**src/rtl/qtree_lookup_shaper.sv**
```systemverilog
`default_nettype none
// ============================================================================
// Module      : qtree_lookup_shaper
// Description : Credit-gated request issue into the quad-tree lookup port and
//               a show-ahead result FIFO with valid/ready egress.
// Revision    : 1.0 - initial release
// ============================================================================
module qtree_lookup_shaper #(
    parameter int KEY_WIDTH    = 16,
    parameter int BYPASS_WIDTH = 1,
    parameter int ADDR_WIDTH   = 12,
    parameter int FIFO_DEPTH   = 16,
    parameter int CNT_WIDTH    = $clog2(FIFO_DEPTH + 1)
) (
    input  logic                    clk_i,
    input  logic                    rst_i,
    input  logic [KEY_WIDTH-1:0]    req_data_i,
    input  logic [BYPASS_WIDTH-1:0] req_bypass_i,
    input  logic                    req_valid_i,
    output logic                    req_ready_o,
    output logic [KEY_WIDTH-1:0]    lookup_data_o,
    output logic [BYPASS_WIDTH-1:0] lookup_bypass_o,
    output logic                    lookup_valid_o,
    input  logic                    lookup_valid_i,
    input  logic                    lookup_match_i,
    input  logic [BYPASS_WIDTH-1:0] lookup_bypass_i,
    input  logic [ADDR_WIDTH-1:0]   lookup_addr_i,
    output logic                    res_valid_o,
    input  logic                    res_ready_i,
    output logic                    res_match_o,
    output logic [BYPASS_WIDTH-1:0] res_bypass_o,
    output logic [ADDR_WIDTH-1:0]   res_addr_o,
    output logic [CNT_WIDTH-1:0]    credit_o,
    output logic [CNT_WIDTH-1:0]    inflight_o,
    output logic                    err_o
);

    localparam int c_ptr_width   = $clog2(FIFO_DEPTH);
    localparam int c_entry_width = 1 + BYPASS_WIDTH + ADDR_WIDTH;
    localparam logic [CNT_WIDTH-1:0]   c_depth   = CNT_WIDTH'(FIFO_DEPTH);
    localparam logic [CNT_WIDTH-1:0]   c_cnt_one = CNT_WIDTH'(1);
    localparam logic [c_ptr_width-1:0] c_ptr_one = c_ptr_width'(1);

    logic [CNT_WIDTH-1:0]     r_credit;
    logic [CNT_WIDTH-1:0]     r_inflight;
    logic [CNT_WIDTH-1:0]     r_count;
    logic [c_ptr_width-1:0]   r_wr_ptr;
    logic [c_ptr_width-1:0]   r_rd_ptr;
    logic                     r_lookup_valid;
    logic [KEY_WIDTH-1:0]     r_lookup_data;
    logic [BYPASS_WIDTH-1:0]  r_lookup_bypass;
    logic                     r_err;
    logic [c_entry_width-1:0] r_mem [FIFO_DEPTH];

    logic w_accept;
    logic w_pop;
    logic w_full;
    logic w_push_ok;
    logic w_issue;
    logic w_ret;

    assign req_ready_o = (r_credit != '0) && !rst_i;
    assign w_accept    = req_valid_i && req_ready_o;
    assign res_valid_o = (r_count != '0);
    assign w_pop       = res_valid_o && res_ready_i;
    assign w_full      = (r_count == c_depth);
    assign w_push_ok   = lookup_valid_i && !w_full;
    // A lookup counts as in flight once its strobe is actually on the tree port.
    assign w_issue     = r_lookup_valid;
    assign w_ret       = lookup_valid_i;

    assign lookup_valid_o  = r_lookup_valid;
    assign lookup_data_o   = r_lookup_data;
    assign lookup_bypass_o = r_lookup_bypass;
    assign credit_o        = r_credit;
    assign inflight_o      = r_inflight;
    assign err_o           = r_err;
    assign {res_match_o, res_bypass_o, res_addr_o} = r_mem[r_rd_ptr];

    always_ff @(posedge clk_i) begin
        if (rst_i) begin
            r_credit        <= c_depth;
            r_inflight      <= '0;
            r_count         <= '0;
            r_wr_ptr        <= '0;
            r_rd_ptr        <= '0;
            r_lookup_valid  <= 1'b0;
            r_lookup_data   <= '0;
            r_lookup_bypass <= '0;
            r_err           <= 1'b0;
        end else begin
            r_lookup_valid <= w_accept;
            if (w_accept) begin
                r_lookup_data   <= req_data_i;
                r_lookup_bypass <= req_bypass_i;
            end

            if (w_accept && !w_pop) begin
                r_credit <= r_credit - c_cnt_one;
            end else if (w_pop && !w_accept && (r_credit != c_depth)) begin
                r_credit <= r_credit + c_cnt_one;
            end

            if (w_issue && !w_ret && (r_inflight != c_depth)) begin
                r_inflight <= r_inflight + c_cnt_one;
            end else if (w_ret && !w_issue && (r_inflight != '0)) begin
                r_inflight <= r_inflight - c_cnt_one;
            end

            if (w_push_ok) begin
                r_wr_ptr <= r_wr_ptr + c_ptr_one;
            end
            if (w_pop) begin
                r_rd_ptr <= r_rd_ptr + c_ptr_one;
            end
            if (w_push_ok && !w_pop) begin
                r_count <= r_count + c_cnt_one;
            end else if (w_pop && !w_push_ok) begin
                r_count <= r_count - c_cnt_one;
            end

            // Result with nothing outstanding, or with nowhere to store it.
            if ((w_ret && (r_inflight == '0)) || (lookup_valid_i && w_full)) begin
                r_err <= 1'b1;
            end
        end
    end

    always_ff @(posedge clk_i) begin
        if (w_push_ok) begin
            r_mem[r_wr_ptr] <= {lookup_match_i, lookup_bypass_i, lookup_addr_i};
        end
    end

endmodule
`default_nettype wire

```
**config.mk**
```make
export PLATFORM = sky130hd
export DESIGN_NAME = qtree_lookup_shaper
export DESIGN_NICKNAME = d
export VERILOG_FILES = /design/src/rtl/qtree_lookup_shaper.sv
export SDC_FILE = /design/constraint.sdc
export NUM_CORES = 1
export LEC_CHECK = 0
export BUFFER_PORTS_ARGS = -buffer_cell sky130_fd_sc_hd__clkbuf_2
export CAP_MARGIN = 30
export CORE_UTILIZATION = 50
export CTS_CLUSTER_DIAMETER = 60
export DETAILED_ROUTE_END_ITERATION = 10
export PLACE_DENSITY = 0.68
export REMOVE_ABC_BUFFERS = 1
export SYNTH_ARGS = -nofsm -noshare
export SYNTH_HDL_FRONTEND = slang
export SYNTH_SLANG_ARGS = --single-unit
```
**constraint.sdc**
```tcl
create_clock -name clk_i -period 6.65 [get_ports clk_i]
set_input_delay 0.3325 -clock clk_i [delete_from_list [all_inputs] [get_ports clk_i]]
set_output_delay 0.3325 -clock clk_i [all_outputs]
set_load 0.02 [all_outputs]
```
# After elaboration in Yosys (flattened, before gate mapping)
# Memory sizes are Yosys's and may differ from the RTL's. A register that Yosys moved wholly into a read port is not among the register bits.
# Index checks and enable logic that the tools add are counted.
# classes
eq_ne,3
addsub,8
reduce_logical,30
muxes,10
# op_table
operator,count
$mux 5,6
$add 5x1->5 const B,3
$logic_and 1x1->1,15
$reduce_bool 5->1,3
$sub 5x1->5 const B,3
$ne 5x5->1 const B,2
$add 4x1->4 const B,2
$mux 4,2
$logic_not 1->1,7
$reduce_bool 2->1,3
$eq 5x5->1 const B,1
$logic_not 5->1,1
$mux 1,2
$logic_or 1x1->1,1
# totals
register_bits,42
memories,1
mem_bits_rw,224
# memory_table
name,words,width,read_ports,rd_clocked_by_memory_dff,wr,line_no,text
r_mem,16,14,1,1,1,53,logic [c_entry_width-1:0] r_mem [FIFO_DEPTH];

# Logic depth before layout (Yosys ltp)
# logic_depth
word_depth,8
depth_mapped,13
depth_no_buf,11

# Worst setup path before layout
# OpenSTA, ideal clock, no wires.
# synth_timing
path_kind,register to register
start,"reg r_credit[0], in the netlist credit_o[0]"
end,"reg r_credit[4], in the netlist credit_o[4]"
slack_ns,3.356
setup_time_ns,0.134
t_arrival_ns,3.159
stages_incl_launch_ff,14
synth_period_minus_slack_ns,3.294
cell_sequence,dfxtp_1 -> or4_1 -> clkbuf_1 -> o21ai_4 -> inv_2 -> clkbuf_1 -> nand2_1 -> inv_1 -> ha_1 -> nand2b_1 -> o2bb2ai_2 -> or3_1 -> and3_1 -> or4_1
# synth_between
elab_chain_cells,7
elab_cells_between_ends,13
cone_classes,add/sub: 2; eq/ne: 1; mux: 2; reduce/logical: 8
# synth_rtl
element,line_no,text
start: declaration,44,logic [CNT_WIDTH-1:0] r_credit;
start signal: assignment,82,r_credit <= c_depth;
start signal: assignment,99,r_credit <= r_credit - c_cnt_one;
start signal: assignment,101,r_credit <= r_credit + c_cnt_one;
"parallel branches: the longest is 7 deep, another holds $add 5x1->5",-,
# Several ways; the timed one is not identified. The select of a mux whose other input is x is not followed.
# A chain may end at the register's enable or synchronous reset.

# Worst setup path after layout
# Same ends and word-level chain as after synthesis.

==> flow_summary.ini <==
[pwr]
total_power_w = 0.00467
peakVddDrop_v = 0.000211
powerDensity_mw_per_mm2 = 370
leakage_nw = 4.37

[synth]
synth_async_sr_flop_share_pct = 0
synth.avg_cell_area_um2 = 18.4
seq_area_frac_synth_pct = 71.4
ys_ff_latch = 270
postSynthCellCount = 581
synth_cell_types = 38
yosysWarnings = 0
synth_flop_cell = edfxtp_1
synth.most_common_cell = edfxtp_1
yosys-top-cells-area = edfxtp_1 63%, mux4_2 15%, dfxtp_1 8.6%
ys_top_cells_by_count = 224 x edfxtp_1, 71 x mux4_2, 46 x dfxtp_1
post-synth-top-area-cell = edfxtp_1
synthDominantCellAreaShare_pct = 62.8
synth_edf_count = 224
syn-cell-area_mm2 = 0.0107

[min_path]
hold_path_depth = 3
worstHoldPathType = input port to flop

[die]
die_h_um = 148
die_x_um = 148
core-area_mm2 = 0.0210
initial_core_util_pct = 51.0
io_pins = 81
rows = 53
die_area_mm2 = 0.0220

[run_status]
status = complete, no violations

[drt]
wl_mm = 21.2
drt_first_pass_iters = 4
drt_iter0_markers = 365
num_vias = 5542
wire_per_inst_um = 21.4
vias_per_cell = 5.59
drc = 0
ant_nets = 0

[clocking]
clock_path_buffers = 3
cts_tree = yes
clk_pin_slew_worst_paths_ns = 0.06
htreeDepth = 1
cts_made_buffers = 27
clkLatencyLatePin_ns = 0.52
clock-sinks = 270
cts_resized = 0
cts_setup_buffers = 0
root_buffer = clkbuf_16

[critical_path]
startpoint_type = flop
cp_max_fo = 20
arrival_ns = 4.10
critPathRequiredTime_ns = 7.04
crit_type = flop to flop
endpoint_kind = flop
reg2regPathDepth = 11

[global_route]
gr-usage-all-layers_pct = 20.2
overflow = 0
grt_pass1_vias = 5955
grt_antenna_before_repair = 0
grt_pass1_wl_mm = 33.1
grt_max_degree = 57

[placement]
dp.cells = 929
gp_congestion = 0.719
dp_hpwl_mm = 12.7
portBuffers = 80

[timing]
rsz0062_at_grt = false
period_needed_ns = 3.71
finalMaxSlewViolations = 0
hold_viol = 0
setup_violations = 0
slew_headroom_pct = 45.0
worstMarginPinSlew_ns = 0.824
finClkSkew_ns = 0.00640
fmax_mhz = 269
fin_crit_sh_pct = 55.8
fin_setup_tns_ns = 0

[finish]
area_growth_pct = 17.8
final_nets = 753
insertedDiodeCount = 0
drive_gt1_share_pct = 30.7
stdcell_count = 991

[flow_run]
max_cap_viol_count = 0
[stage by stage]
stage / cell area, µm² / utilization, % / hold slack, ns / setup slack, ns
after floorplan: 10600 / - / 0.405 / 2.72
after CTS: 12600 / 60.1 / 0.0110 / 2.95
after detailed placement: 11600 / 55.4 / 0.466 / 2.88
after global placement: 11500 / 54.8 / 0.457 / 3.09
final: 12600 / 60.1 / 0.0284 / 2.94
after global routing: 12600 / 60.1 / 0.0351 / 2.75
[registers in the layout, indices dropped and copies added (netlist names), 4 cells and up, named ones only]
name / flops
r_mem: 224
r_rd_ptr: 4
r_count: 5
credit_o: 5
lookup_data_o: 16
r_wr_ptr: 4
inflight_o: 5
[layout by cell type (no fill, tap or decap), drive strengths merged, types with 6 or more instances in the layout]
cell / count
dfxtp: 46
nand2b: 6
xor2: 6
inv: 12
nor3: 6
mux2i: 8
xnor2: 10
mux4: 71
a21oi: 11
nor2: 43
nand3b: 17
ha: 15
a21o: 6
edfxtp: 224
buf: 20
clkbuf: 122
dlygate4sd3: 16
nand2: 45
[critical path, stage by stage (launching register included)]
cell       delay (ns)
dfxtp_1          0.34
or4_1            0.69
o21ai_4          0.45
inv_2            0.27
nand2_1          0.17
inv_1            0.09
ha_1             0.34
nand2b_1         0.10
o2bb2ai_2        0.15
or3_1            0.34
and3_1           0.18
or4_1            0.46
[where the power goes]
group	total [W]	switching [W]	internal (W)
clock network	0.00140	0.000579	0.000825
logic	0.00121	0.000611	0.000601
registers	0.00206	0.000114	0.00194
[worst paths after layout]
path,startpoint,endpoint,slack (ns)
worst max-delay path,credit_o[0],credit_o[4],2.94
worst min-delay path,req_data_i[3],lookup_data_o[3],0.03
worst max register to register,credit_o[0],credit_o[4],2.94
worst min register to register,err_o,err_o,0.47
[cell type report]
cell class                 count  area (µm²)
timing repair buffer         116         798
inverter                      12        50.0
sequential                   270        7650
multi-input combinational    272        2950
fill                        1506        8400
clock inverter                 4        23.8
tap                          275         344
clock buffer                  42         805
[routing by layer]
| layer | track usage (%) | up-vias | share of wire [%] |
|---|---|---|---|
| li1 | - | 2508 | - |
| met1 | 27.2 | 2824 | 40 |
| met2 | 34.7 | 186 | 51 |
| met3 | 2.94 | 24 | 7.0 |
| met4 | 5.36 | 0 | 1.4 |
| met5 | 0 | - | 0 |
[repair_timing]
action	CTS	global route
hold endpoints to repair	16	0
hold buffers	16	0
endpoints found under the setup margin	0	0
[cells by family after synthesis]
| kind of cell | count (synthesis) | synth area share (%) |
|---|---|---|
| buffers and inverters | 39 | 1.48 |
| adders and majority gates | 18 | 2.31 |
| and+or+nand+nor | 133 | 5.92 |
| AOI/OAI and AO/OA | 25 | 1.70 |
| muxes | 80 | 15.9 |
| DFF | 270 | 71.4 |
| xor gates and xnor gates | 16 | 1.31 |
Power figures use the tool's default switching activity.
